## src/rtl/cprs_pkg.sv

```systemverilog
// Shared types and helpers for the approximate 4:2 compressor
// error-recovery pipeline.
package cprs_pkg;

  localparam int ERR_CORR_DEFAULT = 4;

  // Largest column count the stage-1 payload can carry.
  localparam int CPRS_MAX_W  = 32;
  localparam int CPRS_MAX_CW = 6;
  localparam int CPRS_PW     = CPRS_MAX_W + 3;

  // Ceiling log2, usable in constant expressions.
  function automatic int clog2(input int n);
    int r;
    r = 0;
    while ((1 << r) < n) begin
      r = r + 1;
    end
    return r;
  endfunction

  // Stage-1 payload: partial sum, correction term and error count.
  typedef struct packed {
    logic [CPRS_PW-1:0]     a;
    logic [CPRS_PW-1:0]     e;
    logic [CPRS_MAX_CW-1:0] errcnt;
  } s1_pay_t;

endpackage

```

## src/rtl/cprs_popcount.sv

```systemverilog
// W-bit combinational population count, used to count the
// err-flagged columns of an input beat.
module cprs_popcount #(
  parameter int W  = 8,
  parameter int CW = 4
) (
  input  logic [W-1:0]  vec_i,
  output logic [CW-1:0] cnt_o
);

  // Ripple-add each flag bit into the count.
  always_comb begin
    cnt_o = '0;
    for (int i = 0; i < W; i++) begin
      cnt_o = cnt_o + CW'(vec_i[i]);
    end
  end

endmodule

```

## src/rtl/cprs_err_recover.sv

```systemverilog
// Two-stage valid/ready pipeline that rebuilds the exact value of
// an approximate 4:2 compressor row. Optional stats: CPRS_ERR_STAT_EN.
module cprs_err_recover
  import cprs_pkg::*;
#(
  parameter int W        = 8,
  parameter int ERR_CORR = ERR_CORR_DEFAULT,
  localparam int CW      = clog2(W + 1),
  localparam int RW      = W + 3
) (
  input  logic          clk,
  input  logic          rst,
  input  logic          in_valid,
  output logic          in_ready,
  input  logic [W-1:0]  in_sum,
  input  logic [W-1:0]  in_carry,
  input  logic [W-1:0]  in_err,
  input  logic          corr_en,
  output logic          out_valid,
  input  logic          out_ready,
  output logic [RW-1:0] out_res,
  output logic [CW-1:0] out_errcnt
`ifdef CPRS_ERR_STAT_EN
  ,
  output logic [31:0]   stat_beats,
  output logic [31:0]   stat_errs
`endif
);

  logic          s1_v_q;
  logic          s1_v_d;
  s1_pay_t       s1_q;
  s1_pay_t       s1_d;
  logic          ov_q;
  logic          ov_d;
  logic [RW-1:0] res_q;
  logic [RW-1:0] res_d;
  logic [CW-1:0] cnt_q;
  logic [CW-1:0] cnt_d;

  logic          s1_load;
  logic          s2_load;
  logic [RW-1:0] a_w;
  logic [RW-1:0] e_w;
  logic [CW-1:0] pc_w;

  // S2 takes the S1 beat when the output is empty or draining;
  // S1 takes a new beat when empty or when S2 takes its beat.
  assign s2_load  = s1_v_q & (~ov_q | out_ready);
  assign in_ready = ~s1_v_q | s2_load;
  assign s1_load  = in_valid & in_ready;

  cprs_popcount #(
    .W  (W),
    .CW (CW)
  ) u_popcount (
    .vec_i (in_err),
    .cnt_o (pc_w)
  );

  // Stage-1 next state: carry-weighted sum and gated correction.
  always_comb begin
    a_w    = RW'(in_sum) + (RW'(in_carry) << 1);
    e_w    = corr_en ? (RW'(in_err) * RW'(ERR_CORR)) : '0;
    s1_v_d = in_ready ? in_valid : s1_v_q;
    s1_d   = s1_q;
    if (s1_load) begin
      s1_d.a      = CPRS_PW'(a_w);
      s1_d.e      = CPRS_PW'(e_w);
      s1_d.errcnt = CPRS_MAX_CW'(pc_w);
    end
  end

  // Stage-2 next state: final add; hold while stalled.
  always_comb begin
    res_d = res_q;
    cnt_d = cnt_q;
    ov_d  = ov_q;
    if (s2_load) begin
      res_d = RW'(s1_q.a + s1_q.e);
      cnt_d = CW'(s1_q.errcnt);
      ov_d  = 1'b1;
    end else if (out_ready) begin
      ov_d  = 1'b0;
    end
  end

  // Stage-1 registers.
  always_ff @(posedge clk) begin
    if (rst) begin
      s1_v_q <= 1'b0;
      s1_q   <= '0;
    end else begin
      s1_v_q <= s1_v_d;
      s1_q   <= s1_d;
    end
  end

  // Stage-2 (output) registers.
  always_ff @(posedge clk) begin
    if (rst) begin
      ov_q  <= 1'b0;
      res_q <= '0;
      cnt_q <= '0;
    end else begin
      ov_q  <= ov_d;
      res_q <= res_d;
      cnt_q <= cnt_d;
    end
  end

  assign out_valid  = ov_q;
  assign out_res    = res_q;
  assign out_errcnt = cnt_q;

`ifdef CPRS_ERR_STAT_EN
  logic [31:0] beats_q;
  logic [31:0] beats_d;
  logic [31:0] errs_q;
  logic [31:0] errs_d;
  logic [32:0] errs_sum;
  logic        fire;

  assign fire     = ov_q & out_ready;
  assign errs_sum = {1'b0, errs_q} + 33'(cnt_q);

  // Saturating counters of delivered beats and their error counts.
  always_comb begin
    beats_d = beats_q;
    errs_d  = errs_q;
    if (fire) begin
      if (beats_q != '1) begin
        beats_d = beats_q + 32'd1;
      end
      errs_d = errs_sum[32] ? '1 : errs_sum[31:0];
    end
  end

  // Statistics registers.
  always_ff @(posedge clk) begin
    if (rst) begin
      beats_q <= '0;
      errs_q  <= '0;
    end else begin
      beats_q <= beats_d;
      errs_q  <= errs_d;
    end
  end

  assign stat_beats = beats_q;
  assign stat_errs  = errs_q;
`endif

endmodule

```

## config.mk

```make
export PLATFORM = sky130hd
export DESIGN_NAME = cprs_err_recover
export DESIGN_NICKNAME = d
export VERILOG_FILES = /design/src/rtl/cprs_pkg.sv /design/src/rtl/cprs_popcount.sv /design/src/rtl/cprs_err_recover.sv
export SDC_FILE = /design/constraint.sdc
export NUM_CORES = 1
export LEC_CHECK = 0
export CORE_MARGIN = 5
export CORE_UTILIZATION = 48
export DETAILED_ROUTE_END_ITERATION = 7
export PLACE_DENSITY = 0.86
export SLEW_MARGIN = 20
export SYNTH_ARGS = -nofsm -noshare
export SYNTH_HDL_FRONTEND = slang
export SYNTH_SLANG_ARGS = --single-unit
```

## constraint.sdc

```tcl
create_clock -name clk -period 4.5 [get_ports clk]
set_input_delay 0.45 -clock clk [delete_from_list [all_inputs] [get_ports clk]]
set_output_delay 0.45 -clock clk [all_outputs]
set_load 0.05 [all_outputs]
```

==> flow_summary.toml <==
[timing]
tightest_slew_ns = 0.537
slew_headroom_pct = 64.1
post-route-period-util_pct = 69.3
finalCriticalPeriod_ns = 3.12
max_freq_mhz = 321
whs_ns = 0.455
finalHoldViolCount = 0
maxSlewViolCount = 0
fin_tns_setup_ns = 0
rsz0062_at_grt = "no"
finalClockSkew_ns = 0.00683
finalSetupViolCount = 0

[outcome]
status = "completed"

[route]
drt-initial-drc-count = 174
routed_via_density = 5.53
drc = 0
routedWlPerCell_um = 13.6
drt_pre_antenna_iters = 4
route.antenna.remaining_nets = 0
drt-total-wl_um = 4880
vias = 1987

[die]
initial_core_util_pct = 50.0
io_pins = 46
die_w_um = 77.8
dieArea_um2 = 6060
coreArea_um2 = 4410
die_y_um = 77.8
rows = 24

[hold_path]
hold_path_class = "flip-flop to flip-flop"
min-delay-start = "out_errcnt[2]$_SDFFE_PP0P_"

[placed_design]
numPortBuffers = 45
gp_congestion = 0.825
placedCellCount = 351
post-dp-hpwl_um = 3790

[critical_path]
critPathCaptureType = "flip-flop"
crit_path_start_kind = "input pin"
required_ns = 4.72
critical_path_class = "input pin to flip-flop"
cp_max_fo = 2
arrival_ns = 3.34
r2r-start = "s1_q[8]$_SDFFE_PP0P_"
startpoint = "in_err[0]"

[global_route]
antenna_found_initial = 0
grt_max_degree = 40
grt_pass1_vias = 1959
grt_pass1_wl_um = 8560
grt-ovfl-total = 0
grt_usage_pct = 16.8

[layout]
drive_gt1_share_pct = 5.54
diodes = 0
area_delta_synth_final_pct = 26.9
fin_cells = 359
nets = 359
fillers = 382
regArea_um2 = 781
multi_input_area_um2 = 1310

[clock_network]
postCtsSetupBuffers = 0
cts_root_buf = "clkbuf_8"
clockBufferDepth = 2
clock_latency_ns = 0.29
ctsHoldBuffers = 0
cts_resized = 0
clkSlewWorstSetupHoldPaths_ns = 0.08
htreeDepth = 2
clkSinkCount = 39
numCtsBuffers = 5
tritoncts = "done"

[power]
p_leak_nw = 1.11
powerDensity_nw_per_um2 = 316
vdd_drop_max_v = 0.000134

[yosys]
netlist.top_cell.by_area = "dfxtp_1"
async_flop_share_pct = 0
ys_types = 44
synth_seq_cells = 39
syn_inst = 265
netlist_area_um2 = 2210
synth_nets = 318
yosysWarnings = 0
ys_top_cells_by_count = "47 x nand2_1, 39 x dfxtp_1, 34 x a21oi_1"
yosysTopAreaCellShare_pct = 35.4
synth_edf_count = 0
synth.avg_cell_area_um2 = 8.33
yosysMostFrequentCell = "nand2_1"
synth.area.top_cells = "dfxtp_1 35%, ha_1 10%, nand2_1 8.0%"
dominantRegCellSynth = "dfxtp_1"
yosysSeqAreaShare_pct = 35.4

[job]
cap_violations = 0
## where the power goes
part	internal (mW)	leakage [nW]	switching [mW]
registers	0.366	0.319	0.0126
clock network	0.182	0.0618	0.126
logic	0.0880	0.734	0.112
## area by class of cell
cell class                      instances  area share (%)
Clock inverter                          2            1.38
Inverter                               15            2.19
Clock buffer                            6            2.95
Tap cell                               52            2.32
Timing Repair Buffer                   47            16.6
Multi-Input combinational cell        198            46.7
Sequential cell                        39            27.9
## routing by layer
metal	vias up	track usage [%]	share of wire, %
met5	-	0	0
met4	0	7.73	2.3
met3	12	2.08	6.1
met2	60	28.5	48
met1	887	20.9	43
li1	1028	-	-
## metrics by stage
step / instance area, um2 / total power [mW] / utilization [%] / setup WS (ns)
floorplan: 2210 / 0.520 / - / 1.69
global placement: 2680 / 0.578 / 60.7 / 1.20
detailed placement: 2680 / 0.586 / 60.7 / 1.12
CTS: 2800 / 0.889 / 63.5 / 1.42
global route: 2800 / 0.929 / 63.5 / 1.32
finish: 2800 / 0.887 / 63.5 / 1.38
## worst max-delay path, cell delays in order
cell	delay (ns)
clkdlybuf4s50_1	0.43
ha_1	0.28
inv_1	0.04
fa_1	0.50
fa_1	0.43
fa_1	0.43
fa_1	0.39
xnor2_1	0.14
nand2_1	0.07
a21oi_1	0.16
## flip-flops by register name, indices dropped and copies added, names as in the netlist
register / count
out_valid: 1
out_res: 11
s1_v_q: 1
out_errcnt: 4
s1_q: 22
## worst paths after layout
| path | end | slack (ns) | depth (start not counted) |
|---|---|---|---|
| max | s1_q[2]$_SDFFE_PP0P_ | 1.38 | 10 |
| min | out_errcnt[2]$_SDFFE_PP0P_ | 0.46 | 2 |
| max reg2reg | out_res[8]$_SDFFE_PP0P_ | 2.58 | 6 |
| min reg2reg | out_errcnt[2]$_SDFFE_PP0P_ | 0.46 | 2 |
## kinds of logic (layout without fill, tap and decap cells)
logic type	Yosys count	after routing	share of synthesized area [%]
simple gates	95	95	20.2
compound gates	75	75	21.8
xor+xnor	4	4	1.59
buf+inv	28	70	5.38
flops	39	39	35.4
fa+ha+maj	24	24	15.6
## layout by cell type (no fill, tap or decap), drive strengths merged, types with 3 or more instances in the layout
master	instances
inv	15
a21oi	36
a21o	5
nand3	21
nand4	4
o21ai	6
a211o	4
ha	18
a211oi	8
clkbuf	6
nor2	8
xnor2	3
dfxtp	39
o211ai	5
clkdlybuf4s50	45
nand2	48
fa	6
(Power assumes the default switching activity.)
==> RTL edit (same settings) <==
Add a define of `CPRS_ERR_STAT_EN`.
--- a/src/rtl/cprs_err_recover.sv
+++ b/src/rtl/cprs_err_recover.sv
@@ -1,4 +1,6 @@
 // Two-stage valid/ready pipeline that rebuilds the exact value of
 // an approximate 4:2 compressor row. Optional stats: CPRS_ERR_STAT_EN.
+`define CPRS_ERR_STAT_EN
+
 module cprs_err_recover
   import cprs_pkg::*;
Behaviour (old outputs only; new: stat_beats and stat_errs): unchanged (equiv_simple and equiv_induct, registers matched by name and starting in step).
==> RTL edit against the unedited design <==
- critical path type unchanged
- area after synthesis increased by 140%
- highest routed layer unchanged
- via count increased to 2.6 times the old value
- sequential cell count increased by 64
- setup slack improved by 0.080 ns
- power increased by 140%
- design area increased by 150%
- utilization decreased by 0.51 points
- global-route usage increased by 4.1 points
- die area increased by 120%
- clock skew decreased by 0.0012 ns
- routed wire length increased to 2.9 times the old value
==> RTL edit: results (changes against the unedited design) <==
Parameter                              Value

STA
  Maximum frequency from static timing analysis    329.0 MHz (+2.6%)
  Max-slew headroom    39.28% (-25 points)
  Setup Skew    0.005671 ns (-0.001158 ns)
  Fin Hold WS    0.4590 ns (+0.003937 ns)

Final layout
  Number of fillers in the final layout    911 (+140%)
  Final Net Count    783 (+120%)
  Final sequential cell count    103 (+160%)
  FF/Latch Area    2062 sq um (+160%)
  Fraction of final layout cells with drive strength greater than 1    4.664% (-0.87 points)
  Count of plain and timing-repair buffers    113 (+140%)
  Layout inverter count without the clock tree    20 (+5)
  Clock-cell share of area    5.304% (+0.97 points)
  Multi-input gate count    477 (+140%)
  Non-clock buffering overhead    16.20% (-0.40 points)
  Multi-input gate share of total cell area    44.92% (-1.8 points)
  Total of clock buffers placed in the layout    12 (+6)

Synth
  Share of cell area taken by muxes after synthesis    0.9761% (+0.98 points)
  Yosys warning count    0 (unchanged)
  Seq/Total Area, Yosys    38.30% (+2.9 points)
  Syn_nets    695 (+120%)
  Compound-Gate Fraction of Synth Area    18.89% (-2.9 points)
  Synthesized-area fraction occupied by adder cells    7.948% (-7.7 points)
  Commonest cells post-synth    103 x sky130_fd_sc_hd__dfxtp_1, 82 x sky130_fd_sc_hd__a21oi_1, 74 x sky130_fd_sc_hd__nand2_1, 33 x sky130_fd_sc_hd__nand3_1, 28 x sky130_fd_sc_hd__clkbuf_1
  Xor and xnor area share after synthesis    5.043% (+3.5 points)
  Count of distinct cell types in the synthesized netlist    59 (+34%)
  Cell types occupying the most area after synthesis    sky130_fd_sc_hd__dfxtp_1 38%, sky130_fd_sc_hd__a21oi_1 7.6%, sky130_fd_sc_hd__ha_1 5.3%

Placed design
  Final HPWL DP    10280 um (+170%)
  Worst-case setup slack after placement    1.105 ns (-0.01033 ns)
  Weighted congestion reported at the end of routability-driven placement    0.8299 (+0.57%)
  Number of port buffers    109 (+140%)

Worst setup path
  Critical path's top delay family    adder cells
  Worst-case register-to-register setup slack    1.80 ns (-0.78 ns)
  Largest stage delay on the critical path    0.50 ns (about the same)
  Worst endpoint data arrival time    3.31 ns (-0.03 ns)

Clocking
  Clock transition at path regs    ~0.07 ns
  Buffer depth of the longest clock path    2 (unchanged)
  Setup Fix Bufs, Post-CTS    0 (unchanged)
  Buffer cell driving the clock tree root    sky130_fd_sc_hd__clkbuf_16
  CTS buffer count    9 (+4)
  Clock latency reported for the late side of the worst-skew pair    0.35 ns (+0.06 ns)
  Deepest level of the CTS H-tree    3 (+1)

Routing
  First-iteration detailed-routing DRC count    381 (+120%)
  Vias post-DR    5203 (+160%)
  Total length of routed wires    14300 um (+190%)
  First drt pass iteration count    5 (+1)

Global route
  Wire length of the first global-routing pass    22900 um (+170%)
  Overall routing resource usage    20.86% (+4.1 points)
  Pin count of the biggest net entering global routing    62 (+55%)
  Via count of the first global-routing pass    4883 (+150%)

Pwr
  Leakage power    2.412 nW (+120%)
  Share of total power in combinational logic    10.9% (-12 points)
  Sequential Power    0.000951 W (+150%)
  Peak ir drop on the vdd network    0.0002008 V (+50%)
  Cell-internal power    0.001622 W (+150%)

Outcome
  Run status    finished, final reports clean
## RTL edit: worst paths after layout
| check | startpoint | endpoint |
|---|---|---|
| worst min-delay path | s1_q[0]$_SDFFE_PP0P_ | out_errcnt[0]$_SDFFE_PP0P_ |
| worst min register to register | s1_q[0]$_SDFFE_PP0P_ | out_errcnt[0]$_SDFFE_PP0P_ |
| worst max-delay path | in_err[0] | s1_q[1]$_SDFFE_PP0P_ |
| worst max register to register | out_valid$_SDFFE_PP0P_ | stat_beats[31]$_SDFFE_PP0P_ |
## RTL edit: through the flow
step,instances,instance area [sq um],power [W]
floorplan,636,5384,0.001121
global placement,853,6523,0.001187
detailed placement,853,6523,0.001199
CTS,869,6888,0.002134
global route,869,6888,0.002197
finish,869,6888,0.002126
## RTL edit: routing by layer
metal  track usage [%]  share of wire (%)  vias up
li1                  -                  -     2514
met1             25.49                 42     2465
met2             36.36                 50      196
met3             4.648                6.6       28
met4             6.883                2.1        0
met5                 0                  0        -
